### src/rtl/traffic_pkg.sv
// -----------------------------------------------------------------------------
// traffic_pkg
// Definitions shared by the traffic light FSM and the traffic_timer block.
//   LIGHT_STATE_WIDTH : width of the one-hot phase select bus
//   GREEN_IDX / YELLOW_IDX / RED_IDX : bit position of each phase in that bus
//   phase_e / decode_phase() : turn the one-hot select into a phase; anything
//                              that is not exactly one known bit is PHASE_NONE
// -----------------------------------------------------------------------------
package traffic_pkg;

    localparam int LIGHT_STATE_WIDTH = 3;

    localparam int GREEN_IDX  = 0;
    localparam int YELLOW_IDX = 1;
    localparam int RED_IDX    = 2;

    localparam logic [LIGHT_STATE_WIDTH-1:0] GREEN_ONEHOT  = LIGHT_STATE_WIDTH'(1 << GREEN_IDX);
    localparam logic [LIGHT_STATE_WIDTH-1:0] YELLOW_ONEHOT = LIGHT_STATE_WIDTH'(1 << YELLOW_IDX);
    localparam logic [LIGHT_STATE_WIDTH-1:0] RED_ONEHOT    = LIGHT_STATE_WIDTH'(1 << RED_IDX);

    typedef enum logic [1:0] {
        PHASE_NONE,
        PHASE_GREEN,
        PHASE_YELLOW,
        PHASE_RED
    } phase_e;

    // 000 (FSM idle) and every multi-hot pattern map to PHASE_NONE.
    function automatic phase_e decode_phase(input logic [LIGHT_STATE_WIDTH-1:0] init);
        phase_e phase;
        case (init)
            GREEN_ONEHOT:  phase = PHASE_GREEN;
            YELLOW_ONEHOT: phase = PHASE_YELLOW;
            RED_ONEHOT:    phase = PHASE_RED;
            default:       phase = PHASE_NONE;
        endcase
        return phase;
    endfunction

endpackage

### src/rtl/traffic_timer_sec_prescaler.sv
// -----------------------------------------------------------------------------
// sec_prescaler
// Clock-to-second prescaler. sec_cnt runs 0..CLK_PER_SEC-1 and wraps while
// enabled; dropping the enable clears it at the next edge.
// Parameters:
//   CLK_PER_SEC : clk cycles per second (>= 2)
// Ports:
//   clk        in   clock
//   rst_n      in   asynchronous active-low reset
//   i_en       in   run enable; low clears the counter synchronously
//   o_pre_last out  high while sec_cnt == CLK_PER_SEC-2
//   o_tick     out  high while sec_cnt == CLK_PER_SEC-1 (the wrap cycle)
// -----------------------------------------------------------------------------
module sec_prescaler #(
    parameter int CLK_PER_SEC = 50_000_000
) (
    input  logic clk,
    input  logic rst_n,
    input  logic i_en,
    output logic o_pre_last,
    output logic o_tick
);

    localparam int SEC_W = (CLK_PER_SEC > 1) ? $clog2(CLK_PER_SEC) : 1;

    localparam logic [SEC_W-1:0] SEC_LAST     = SEC_W'(CLK_PER_SEC - 1);
    localparam logic [SEC_W-1:0] SEC_PRE_LAST = SEC_W'(CLK_PER_SEC - 2);

    logic [SEC_W-1:0] r_sec_cnt;

    // NOTE: sequential state is written with non-blocking assignments so every
    // register in the design samples pre-edge values regardless of block order.
    always_ff @(posedge clk or negedge rst_n) begin
        if (!rst_n) begin
            r_sec_cnt <= '0;
        end else if (!i_en) begin
            r_sec_cnt <= '0;
        end else if (r_sec_cnt == SEC_LAST) begin
            r_sec_cnt <= '0;
        end else begin
            r_sec_cnt <= r_sec_cnt + SEC_W'(1);
        end
    end

    // Pure decodes of the register: no input reaches these combinationally.
    assign o_pre_last = (r_sec_cnt == SEC_PRE_LAST);
    assign o_tick     = (r_sec_cnt == SEC_LAST);

endmodule

### src/rtl/traffic_timer.sv
// -----------------------------------------------------------------------------
// traffic_timer
// Timing stage in front of the traffic light FSM: a seconds prescaler plus a
// per-phase seconds down-counter. The FSM advances on
// second_cnt_pre_last & light_cnt_last, so its new one-hot light_cnt_init is
// visible during the sec_tick cycle and is loaded on the following wrap edge.
// Parameters:
//   CLK_PER_SEC : clk cycles per second (>= 2)
//   GREEN_SEC / YELLOW_SEC / RED_SEC : phase durations in seconds (>= 1)
//   CNT_WIDTH   : seconds counter width (every duration <= 2**CNT_WIDTH)
// Ports:
//   clk                  in   clock
//   rst_n                in   asynchronous active-low reset
//   en                   in   run enable shared with the FSM; low clears both
//                             counters at the next edge
//   light_cnt_init [2:0] in   one-hot phase select (bit0 green, bit1 yellow,
//                             bit2 red); sampled only on the wrap edge
//   second_cnt_pre_last  out  high one cycle before each sec_tick
//   light_cnt_last       out  high while the seconds counter is 0
//   sec_tick             out  high during the prescaler wrap cycle
// Optional build macro TRAFFIC_TIMER_COUNTDOWN_EN adds:
//   remain_sec [CNT_WIDTH:0] out  seconds left in the current phase
//                             (light_cnt+1) for the pedestrian display, 0 when
//                             light_cnt_init is not one-hot
// -----------------------------------------------------------------------------
module traffic_timer
    import traffic_pkg::*;
#(
    parameter int CLK_PER_SEC = 50_000_000,
    parameter int GREEN_SEC   = 30,
    parameter int YELLOW_SEC  = 3,
    parameter int RED_SEC     = 20,
    parameter int CNT_WIDTH   = 8
) (
    input  logic                         clk,
    input  logic                         rst_n,
    input  logic                         en,
    input  logic [LIGHT_STATE_WIDTH-1:0] light_cnt_init,
    output logic                         second_cnt_pre_last,
    output logic                         light_cnt_last,
    output logic                         sec_tick
`ifdef TRAFFIC_TIMER_COUNTDOWN_EN
    ,
    output logic [CNT_WIDTH:0]           remain_sec
`endif
);

    // Reload values are duration-1 because the zero second is also counted;
    // they are truncated to the counter width.
    localparam logic [CNT_WIDTH-1:0] GREEN_RLD  = CNT_WIDTH'(GREEN_SEC - 1);
    localparam logic [CNT_WIDTH-1:0] YELLOW_RLD = CNT_WIDTH'(YELLOW_SEC - 1);
    localparam logic [CNT_WIDTH-1:0] RED_RLD    = CNT_WIDTH'(RED_SEC - 1);

    logic                 w_pre_last;
    logic                 w_tick;
    logic [CNT_WIDTH-1:0] w_reload;
    logic [CNT_WIDTH-1:0] r_light_cnt;

    sec_prescaler #(
        .CLK_PER_SEC (CLK_PER_SEC)
    ) u_sec_prescaler (
        .clk        (clk),
        .rst_n      (rst_n),
        .i_en       (en),
        .o_pre_last (w_pre_last),
        .o_tick     (w_tick)
    );

    // Idle (000) and malformed selects reload 0, which keeps light_cnt_last
    // high so the FSM can leave idle at the next pre-last cycle.
    always_comb begin
        // NOTE: default assignment first so no branch leaves w_reload
        // unassigned, which would otherwise infer a latch.
        w_reload = '0;
        case (decode_phase(light_cnt_init))
            PHASE_GREEN:  w_reload = GREEN_RLD;
            PHASE_YELLOW: w_reload = YELLOW_RLD;
            PHASE_RED:    w_reload = RED_RLD;
            default:      w_reload = '0;
        endcase
    end

    // The counter only moves on the wrap edge; zero reloads instead of
    // decrementing, so it can never underflow.
    always_ff @(posedge clk or negedge rst_n) begin
        if (!rst_n) begin
            r_light_cnt <= '0;
        end else if (!en) begin
            r_light_cnt <= '0;
        end else if (w_tick) begin
            if (r_light_cnt != '0) begin
                r_light_cnt <= r_light_cnt - CNT_WIDTH'(1);
            end else begin
                r_light_cnt <= w_reload;
            end
        end
    end

    assign second_cnt_pre_last = w_pre_last;
    assign light_cnt_last      = (r_light_cnt == '0);
    assign sec_tick            = w_tick;

`ifdef TRAFFIC_TIMER_COUNTDOWN_EN
    localparam int REM_W = CNT_WIDTH + 1;

    // One extra bit so a full 2**CNT_WIDTH-second phase still displays.
    assign remain_sec = (decode_phase(light_cnt_init) != PHASE_NONE)
                      ? REM_W'(r_light_cnt) + REM_W'(1)
                      : '0;
`endif

endmodule

### config.mk
export PLATFORM = sky130hd
export DESIGN_NAME = traffic_timer
export DESIGN_NICKNAME = d
export VERILOG_FILES = /design/src/rtl/traffic_pkg.sv /design/src/rtl/traffic_timer_sec_prescaler.sv /design/src/rtl/traffic_timer.sv
export SDC_FILE = /design/constraint.sdc
export NUM_CORES = 1
export LEC_CHECK = 0
export CORE_ASPECT_RATIO = 1.5
export CORE_UTILIZATION = 50
export CTS_CLUSTER_SIZE = 25
export DETAILED_ROUTE_END_ITERATION = 16
export PLACE_DENSITY = 0.79
export RECOVER_POWER = 100
export SLEW_MARGIN = 20
export SYNTH_ARGS = -nofsm -noshare
export SYNTH_HDL_FRONTEND = slang
export SYNTH_SLANG_ARGS = --single-unit
export TNS_END_PERCENT = 5
### constraint.sdc
create_clock -name clk -period 3.75 [get_ports clk]
set_clock_uncertainty 0.15 [all_clocks]
set_input_delay 0.5625 -clock clk [delete_from_list [all_inputs] [get_ports clk]]
set_output_delay 0.5625 -clock clk [all_outputs]
set_load 0.005 [all_outputs]
After elaboration in Yosys (flattened, before gate mapping)
Cells that the tools add are included.

Register bits after elaboration: 34. Latch bits: 0. RAM bits: 0. Bits in read-only memories: 0. Input port bits: 6. Word-level logic and storage cells: 22. Memories: 0.

$add $sub $neg: 2. Multipliers: 0. Divide/modulo/power cells: 0. Order comparisons: 0. Eq/ne operators: 9. Shift operators: 0. Multiplexer cells: 7. Bitwise gates (word level): 0. Reduce and logical (&&, ||, !) cells: 2.

Operator list (number): 26-bit == test, second input constant (2); 26-bit two-way mux (2); 26-bit by 1-bit adder with 26-bit output, second input constant (1); 8-bit two-way mux (3); 5-bit one-hot mux with 3 select lines (1); 8-bit zero test (1); 8-bit nonzero test (1); 8-bit by 1-bit subtractor with 8-bit output, second input constant (1); 2-bit one-hot mux with 3 select lines (1); 2-bit == test, second input constant (2); 3-bit by 1-bit == test with 1-bit output, second input constant (1); 3-bit by 2-bit == test with 1-bit output, second input constant (1); 3-bit == test, second input constant (1); 2-bit by 1-bit == test with 1-bit output, second input constant (1); 2-bit by 1-bit inequality test with 1-bit output, second input constant (1).

Logic depth before layout (Yosys ltp)
Gate-level depths: netlist of run 1.

Depth after elaboration: 7. Gate-level depth with buffers: 6.

Cells and area by module
Synthesis of run 1 repeated with hierarchy kept, for this count alone.

Cell total of the unflattened synthesis: 197. Area total of the unflattened synthesis: 1929.4 um2.

By module, submodules not included: sec_prescaler (instances 1, cells each 141, area an instance 1386.3 um2, sequential area each 650.6 um2); traffic_timer (instances 1, cells each 56, area an instance 543.0 um2, sequential area each 200.2 um2).

Worst setup path before layout of run 1
No wires, ideal clock.

Path kind: register to output. From: register r_light_cnt[0]. To: output port light_cnt_last. Arrival time: 1.461 ns. Data required time: 3.037 ns. Slack: 1.577 ns. Stages on the path, launching flop included: 5. Path buffers: 0. Cells stage by stage: dfrtp_1 inv_1 ha_1 or4b_2 nor2_1.

Word-level cells in the longest chain between the ends: 1.

Ends and longest elaborated chain: from (decl) (line traffic_timer.sv:57) `logic [CNT_WIDTH-1:0] r_light_cnt;`; from (signal assigned) (line traffic_timer.sv:92) `r_light_cnt <= r_light_cnt - CNT_WIDTH'(1);`; from (signal assigned) (line traffic_timer.sv:94) `r_light_cnt <= w_reload;`; 8-bit zero test (line traffic_timer.sv:100) `assign light_cnt_last = (r_light_cnt == '0);`; to (decl) (line traffic_timer.sv:40) `output logic light_cnt_last,`.

No other way between the ends.

Final worst setup path of run 1
Ends and elaborated chain as after synthesis.

==> results of run 1 <==
-- report_power, final --
part / switching [mW] / internal, mW / leakage (nW)
clock: 0.135 / 0.148 / 0.0482
combinational: 0.0209 / 0.0105 / 0.377
sequential: 0.00394 / 0.369 / 0.473
-- cell families (layout without fill, tap and decap cells) --
logic type,Yosys count,count (layout),synth area share [%]
AO/OA/AOI/OAI,46,46,14.0
XOR/XNOR,16,16,7.04
adder cells (fa/ha/maj),4,4,2.52
buffers and inverters,15,29,3.21
flip-flops,34,34,42.8
AND/OR/NAND/NOR,103,103,30.5
-- state kept, by name, indices dropped and copies added (netlist names) --
| register | flops |
|---|---|
| u_sec_prescaler.r_sec_cnt | 26 |
| r_light_cnt | 8 |
-- routing by layer --
| metal | share of wire, % | vias up | routed length [µm] | track usage [%] |
|---|---|---|---|---|
| met1 | 42 | 837 | 1810 | 27.1 |
| met5 | 0 | - | 0 | 0 |
| met2 | 53 | 30 | 2270 | 40.4 |
| met4 | 2.2 | 0 | 95 | 10.3 |
| li1 | - | 837 | - | - |
| met3 | 3.0 | 8 | 128 | 5.17 |
-- layout make-up --
| cell class | count | area [µm²] | share of cell area (%) |
|---|---|---|---|
| well taps | 43 | 53.8 | 2.44 |
| inverters | 9 | 33.8 | 1.53 |
| multi-input cells | 169 | 1070 | 48.8 |
| flip-flops and latches | 34 | 851 | 38.6 |
| repair buffers | 12 | 98.8 | 4.49 |
| clock inverters | 1 | 5.00 | 0.227 |
| clock buffers | 7 | 86.3 | 3.92 |
-- through the flow --
stage	worst slack [ns]	util (%)	hold WS [ns]
4_1_cts	0.670	59.1	0.392
2_1_floorplan	1.58	-	0.117
5_1_grt	0.459	58.8	0.449
3_3_place_gp	1.03	56.6	0.376
6_report	0.611	58.8	0.398
3_5_place_dp	0.988	56.6	0.382
-- how the worst min path moves through the flow --
stage | from | end | slack, ns | cells after the start
6_report | u_sec_prescaler.r_sec_cnt[0]$_DFF_PN0_ | u_sec_prescaler.r_sec_cnt[0]$_DFF_PN0_ | 0.40 | 1
5_1_grt | r_light_cnt[4]$_DFFE_PN0P_ | r_light_cnt[4]$_DFFE_PN0P_ | 0.45 | 2
4_1_cts | u_sec_prescaler.r_sec_cnt[0]$_DFF_PN0_ | u_sec_prescaler.r_sec_cnt[0]$_DFF_PN0_ | 0.39 | 1
3_5_place_dp | u_sec_prescaler.r_sec_cnt[0]$_DFF_PN0_ | u_sec_prescaler.r_sec_cnt[0]$_DFF_PN0_ | 0.38 | 1
3_3_place_gp | u_sec_prescaler.r_sec_cnt[0]$_DFF_PN0_ | u_sec_prescaler.r_sec_cnt[0]$_DFF_PN0_ | 0.38 | 1
2_1_floorplan | rst_n | r_light_cnt[0]$_DFFE_PN0P_ | 0.12 | 0
-- cells in the final DEF, fill, tap and decap left out, types with 3 or more instances in the layout --
| master | count |
|---|---|
| inv_1 | 8 |
| o21ai_0 | 10 |
| xor2_1 | 7 |
| nand2_1 | 11 |
| nor4_1 | 3 |
| a21oi_1 | 20 |
| and3_1 | 4 |
| or4_1 | 4 |
| nor2_1 | 23 |
| dfrtp_1 | 34 |
| nand3_1 | 11 |
| clkbuf_1 | 4 |
| nor3_1 | 6 |
| clkbuf_8 | 6 |
| dlygate4sd3_1 | 4 |
| nor4b_1 | 3 |
| nand4_1 | 11 |
| or3_1 | 5 |
| xnor2_1 | 9 |
| clkdlybuf4s50_1 | 4 |
| ha_1 | 4 |
| and4_1 | 6 |
| or3_2 | 3 |
| o31ai_1 | 7 |
==> summary.txt, run 1 <==
Critical path
  – Crit Path Class: register to primary output
  – R2R depth: 5
  – Required @ worst endpoint: a little over 3 ns
  – Critical path depth in cells: 5
  – FF-to-FF End: u_sec_prescaler.r_sec_cnt[5]$_DFF_PN0_
  – Worst setup EP type: primary output
  – CP max stage cell: or4b_2
  – CP Launch Type: register
  – Reg-to-Reg Start: u_sec_prescaler.r_sec_cnt[9]$_DFF_PN0_
  – Crit path DAT: 2.43 ns
  – Critical path fanouts, max: 5
  – Worst path max stage delay: 0.66 ns
  – Setup crit start: r_light_cnt[0]$_DFFE_PN0P_
  – WP buf/inv: 2
  – R2R setup slack: ~0.82 ns
  – Crit path to: light_cnt_last
  – Worst path top cell family by delay: simple AND/OR/NAND/NOR gates
  – Worst-path cell chain: inv_1 -> ha_1 -> or4b_2 -> nor2_1 -> dlygate4sd3_1

GRT
  – Vias in the first global route: approximately 1600
  – Total GRT Usage: a little under a quarter
  – Global-route wire length before repair: roughly 7000 µm
  – Initial antenna violation count: 0
  – Largest net degree at the start of global routing: 35
  – Total grt overflow: 0

Finish
  – Finished Layout Cells: between 200 and 300
  – Layout cells sized above 1: 7.76%
  – Nets: ~240
  – Final instance area: around 2200 µm²
  – Area growth syn-to-layout: 10.8%
  – Antenna fix cells: 0
  – # fillers: 325

STA
  – Unrepaired setup endpoints after global routing: no
  – Tcrit/Tclk final: between 80% and 90%
  – Slew Viols, Final: 35
  – Max Freq: around 0.32 GHz
  – Min Clock Period, post-route: 3.14 ns
  – Tightest Pin Transition: roughly 1.8 ns
  – Hold Violations, Final: 0
  – Setup total negative slack: 0 ns
  – Setup violations, final: 0
  – Headroom to the max-slew limit: -21.8%

Job
  – Number of max-cap violations: 1

Logic synthesis
  – Area leader, netlist: dfrtp_1
  – Post-synth ARST share: between 90% and 100%
  – Count leader, synth: dfrtp_1
  – Ys Warns: 0
  – FF+latch count, synth: 34
  – Synth Cell Area: about 2000 µm²
  – Net Count, Synth: between 200 and 250
  – Top FF cell, synth: dfrtp_1
  – Count of cell types in the netlist: 40
  – Cells after Synth: ~220
  – Sequential area share after synthesis: between 40 and 50%
  – Top cells by count, synth: 34 x dfrtp_1, 23 x nor2_1, 20 x a21oi_1
  – Yosys top cell area share: 42.8%
  – EDFF count, synth: 0
  – Top cells by area, synth: dfrtp_1 43%, a21oi_1 5.0%, nor2_1 4.3%
  – Syn avg cell area: 9.13 µm²

Place
  – Placed inst area: ~2100 µm²
  – DP Wirelength: 3130 µm
  – Port bufs: 8
  – Placed Instances: between 200 and 300
  – Final GP Congestion: 0.786

Die
  – Core Region: roughly 3700 µm²
  – Top Ports: 9
  – Die height: around 80 µm
  – Cell row count: 27
  – Starting Density: a little over half
  – Die Wd: ~54 µm
  – Die Area: 4240 µm²

Clock network
  – Num CTS Buffers: 5
  – Total clock sinks: 34
  – CTS tree: built
  – Bufs on Longest Clock Path: 2
  – CTS root buf: clkbuf_8
  – Postcts setup bufs: 0
  – Clock-pin slew on the worst setup and hold paths: around 0.07 ns
  – Hold_buf cts: 0
  – Clock Latency Late Sink: about 0.29 ns
  – H-tree depth: 2
  – Cts repair resizes: 0

Hold path
  – Worst hold-check path type: register to register

Routing
  – Wire per inst: about 16 µm
  – DR vias: around 1700
  – Remaining antenna violation count: 0
  – DRC Markers: 0
  – DRT Pass-1 Iters: 4
  – Initial drt markers: 85
  – Routed vias/inst: 6.23
  – DRT Wirelength: 4300 µm

Outcome
  – Failing checks: capacitance limit, slew limit
  – Status: complete, but fails checks

Pwr
  – P_leak: 0.898 nW
  – VDD IR max: ~0.25 mV
  – Cell Pwr Density: ~310 nW/µm²
  – Tot Pwr: 0.687 mW
No activity file was read; power rests on OpenSTA's default activity.
==> run 2, diff against run 1 <==
- PLACE_DENSITY: 0.79 -> 0.82
- clock period: 3.75 -> 2.8 ns (I/O delays scaled with it)
==> run 2 against run 1 <==
Against the previous run:
- the flow still finishes with violations (capacitance limit, slew limit)
- sequential share of layout area down 0.71 points
- non-clock buffer count up 1
- flip-flop and latch count unchanged
- cell count up 0.36%
- first-iteration DRC count down 64%
- sequential power up 34%
- worst setup slack worse by 0.52 ns
- power up 32%
- via count down 1.2%
- largest power group unchanged
- highest routed layer unchanged
==> summary.txt, run 2 (synthesized netlist as in run 1, its figures left out) <==
Outcome
  – Status: complete, but fails checks
  – Failing checks: capacitance limit, slew limit

STA
  – Headroom to the max-slew limit: -14.2% (+7.6 points)
  – Tightest Pin Transition: 1.71 ns (-0.114 ns)
  – Slew Viols, Final: 35 (unchanged)
  – Tcrit/Tclk final: approximately 97%
  – Max Freq: about 0.37 GHz
  – Min Clock Period, post-route: ~2.7 ns
  – Setup violations, final: 0 (unchanged)
  – Hold Violations, Final: 0 (unchanged)

Routing
  – Routed vias/inst: 6.13 (-1.5%)
  – DRT Pass-1 Iters: 4 (unchanged)
  – Initial drt markers: 31 (-64%)
  – DRT Wirelength: 4180 µm (-2.7%)
  – DRC Markers: 0 (unchanged)
  – Remaining antenna violation count: 0 (unchanged)
  – Wire per inst: 15.2 µm (-3.1%)
  – DR vias: 1692 (-1.2%)

Critical path
  – Required @ worst endpoint: 2.23 ns (-0.81 ns)
  – Crit path DAT: 2.14 ns (-0.29 ns)
  – Worst path max stage delay: 0.48 ns (-0.18 ns)
  – Crit Path Class: register to primary output
  – CP Launch Type: register
  – R2R depth: 5 (unchanged)
  – CP max stage cell: clkdlybuf4s50_1
  – Worst setup EP type: primary output
  – Critical path fanouts, max: 8 (+3)
  – Worst-path cell chain: nor4bb_2 -> and4_1 -> nand2_1 -> inv_1 -> clkdlybuf4s50_1

Die
  – Cell row count: 27 (unchanged)
  – Die Area: 4240 µm² (unchanged)
  – Starting Density: 53.1% (unchanged)
  – Core Region: 3750 µm² (unchanged)
  – Die Wd: 53.5 µm (unchanged)
  – Top Ports: 9 (unchanged)
  – Die height: 79.3 µm (unchanged)

Finish
  – Final core occ: 59.9% (+1.1 points)
  – Layout cells sized above 1: 10.7% (+3.0 points)
  – Biggest regs: u_sec_prescaler.r_sec_cnt: 26 flops, r_light_cnt: 8 flops
  – Area growth syn-to-layout: 12.8%
  – Nets: 242 (+0.41%)
  – Top reg by flops: u_sec_prescaler.r_sec_cnt
  – Antenna fix cells: 0 (unchanged)
  – Number of flip-flops in the largest register: 26 (unchanged)
  – # fillers: 336 (+3.4%)
  – Commonest cells after routing, fill and taps aside: 34 x dfrtp_1, 22 x nor2_1, 20 x a21oi_1
  – Commonest non-fill, non-tap cell in the layout: dfrtp_1

GRT
  – Initial antenna violation count: 0 (unchanged)
  – Total grt overflow: 0 (unchanged)
  – Largest net degree at the start of global routing: 35 (unchanged)
  – Vias in the first global route: 1620 (+0.68%)
  – Total GRT Usage: 22.8% (-0.80 points)
  – Global-route wire length before repair: 6960 µm (-3.5%)

Clock network
  – Postcts setup bufs: 0 (unchanged)
  – Total clock sinks: 34 (unchanged)
  – CTS root buf: clkbuf_8
  – Clock-pin slew on the worst setup and hold paths: 0.07 ns (about the same)
  – CTS tree: built
  – Clock Latency Late Sink: 0.29 ns (about the same)
  – H-tree depth: 2 (unchanged)
  – Bufs on Longest Clock Path: 2 (unchanged)
  – Num CTS Buffers: 5 (unchanged)

Place
  – DP Wirelength: 3030 µm (-3.0%)
  – Port bufs: 8 (unchanged)
  – Final GP Congestion: 0.802 (+2.1%)

Pwr
  – Cell Pwr Density: 406 nW/µm² (+30%)
  – Tot Pwr: 0.910 mW (+32%)
  – P_leak: 0.914 nW (+1.8%)
  – VDD IR max: 0.317 mV (+30%)

Job
  – Number of max-cap violations: 1 (unchanged)

Hold path
  – Worst hold-check path type: register to register
  – Hold path depth: 1 (unchanged)
[run 2: area by class of cell]
cell class | count | area, µm² | area share [%]
sequential | 34 | 851 | 37.9
inverter | 9 | 33.8 | 1.51
clock inverter | 1 | 5.00 | 0.223
tap | 43 | 53.8 | 2.40
clock buffer | 7 | 86.3 | 3.85
timing repair buffer | 13 | 114 | 5.07
multi-input combinational | 169 | 1100 | 49.1
[run 2: metal layers]
metal	vias to the layer above	global-route usage, %	share of wire (%)
met2	23	40.4	53
li1	838	-	-
met3	6	4.60	2.7
met1	825	24.7	43
met5	-	0	0
met4	0	10.8	2.0
[run 2: through the flow]
step	area (µm²)	setup TNS, ns	hold WS [ns]	setup slack (ns)	cells
3_3_place_gp	2130	0	0.372	0.226	268
3_5_place_dp	2130	0	0.381	0.190	268
2_1_floorplan	1990	0	-0.0256	0.754	218
4_1_cts	2230	0	0.393	0.0384	276
5_1_grt	2240	-0.128	0.426	-0.0656	276
6_report	2240	0	0.392	0.0938	276
[run 2: timing repair]
action | 4_1_cts | 5_1_grt
gates cloned | 0 | 0
endpoints found under the setup margin | 1 | 3
hold buffers | 0 | 0
gates resized for setup | 2 | 4
endpoints found under the hold margin | 0 | 0
[run 2: power by group]
| part | switching, mW | internal (mW) |
|---|---|---|
| combinational | 0.0270 | 0.0146 |
| clock | 0.171 | 0.198 |
| sequential | 0.00546 | 0.495 |
| total | 0.203 | 0.707 |
[run 2: worst max-delay path, delay by kind of cell (launching register included)]
kind / cells / cell delay (ns)
and+or+nand+nor: 3 / 0.85
buffers and inverters: 2 / 0.54
DFF: 1 / 0.45
[run 2: final timing paths]
kind	start	to	slack [ns]
max	u_sec_prescaler.r_sec_cnt[17]$_DFF_PN0_	sec_tick	0.09
min	u_sec_prescaler.r_sec_cnt[0]$_DFF_PN0_	u_sec_prescaler.r_sec_cnt[0]$_DFF_PN0_	0.39
max reg2reg	u_sec_prescaler.r_sec_cnt[17]$_DFF_PN0_	r_light_cnt[6]$_DFFE_PN0P_	0.39
min reg2reg	u_sec_prescaler.r_sec_cnt[0]$_DFF_PN0_	u_sec_prescaler.r_sec_cnt[0]$_DFF_PN0_	0.39
max in group asynchronous	rst_n	u_sec_prescaler.r_sec_cnt[11]$_DFF_PN0_	0.54
min in group asynchronous	rst_n	u_sec_prescaler.r_sec_cnt[0]$_DFF_PN0_	0.96
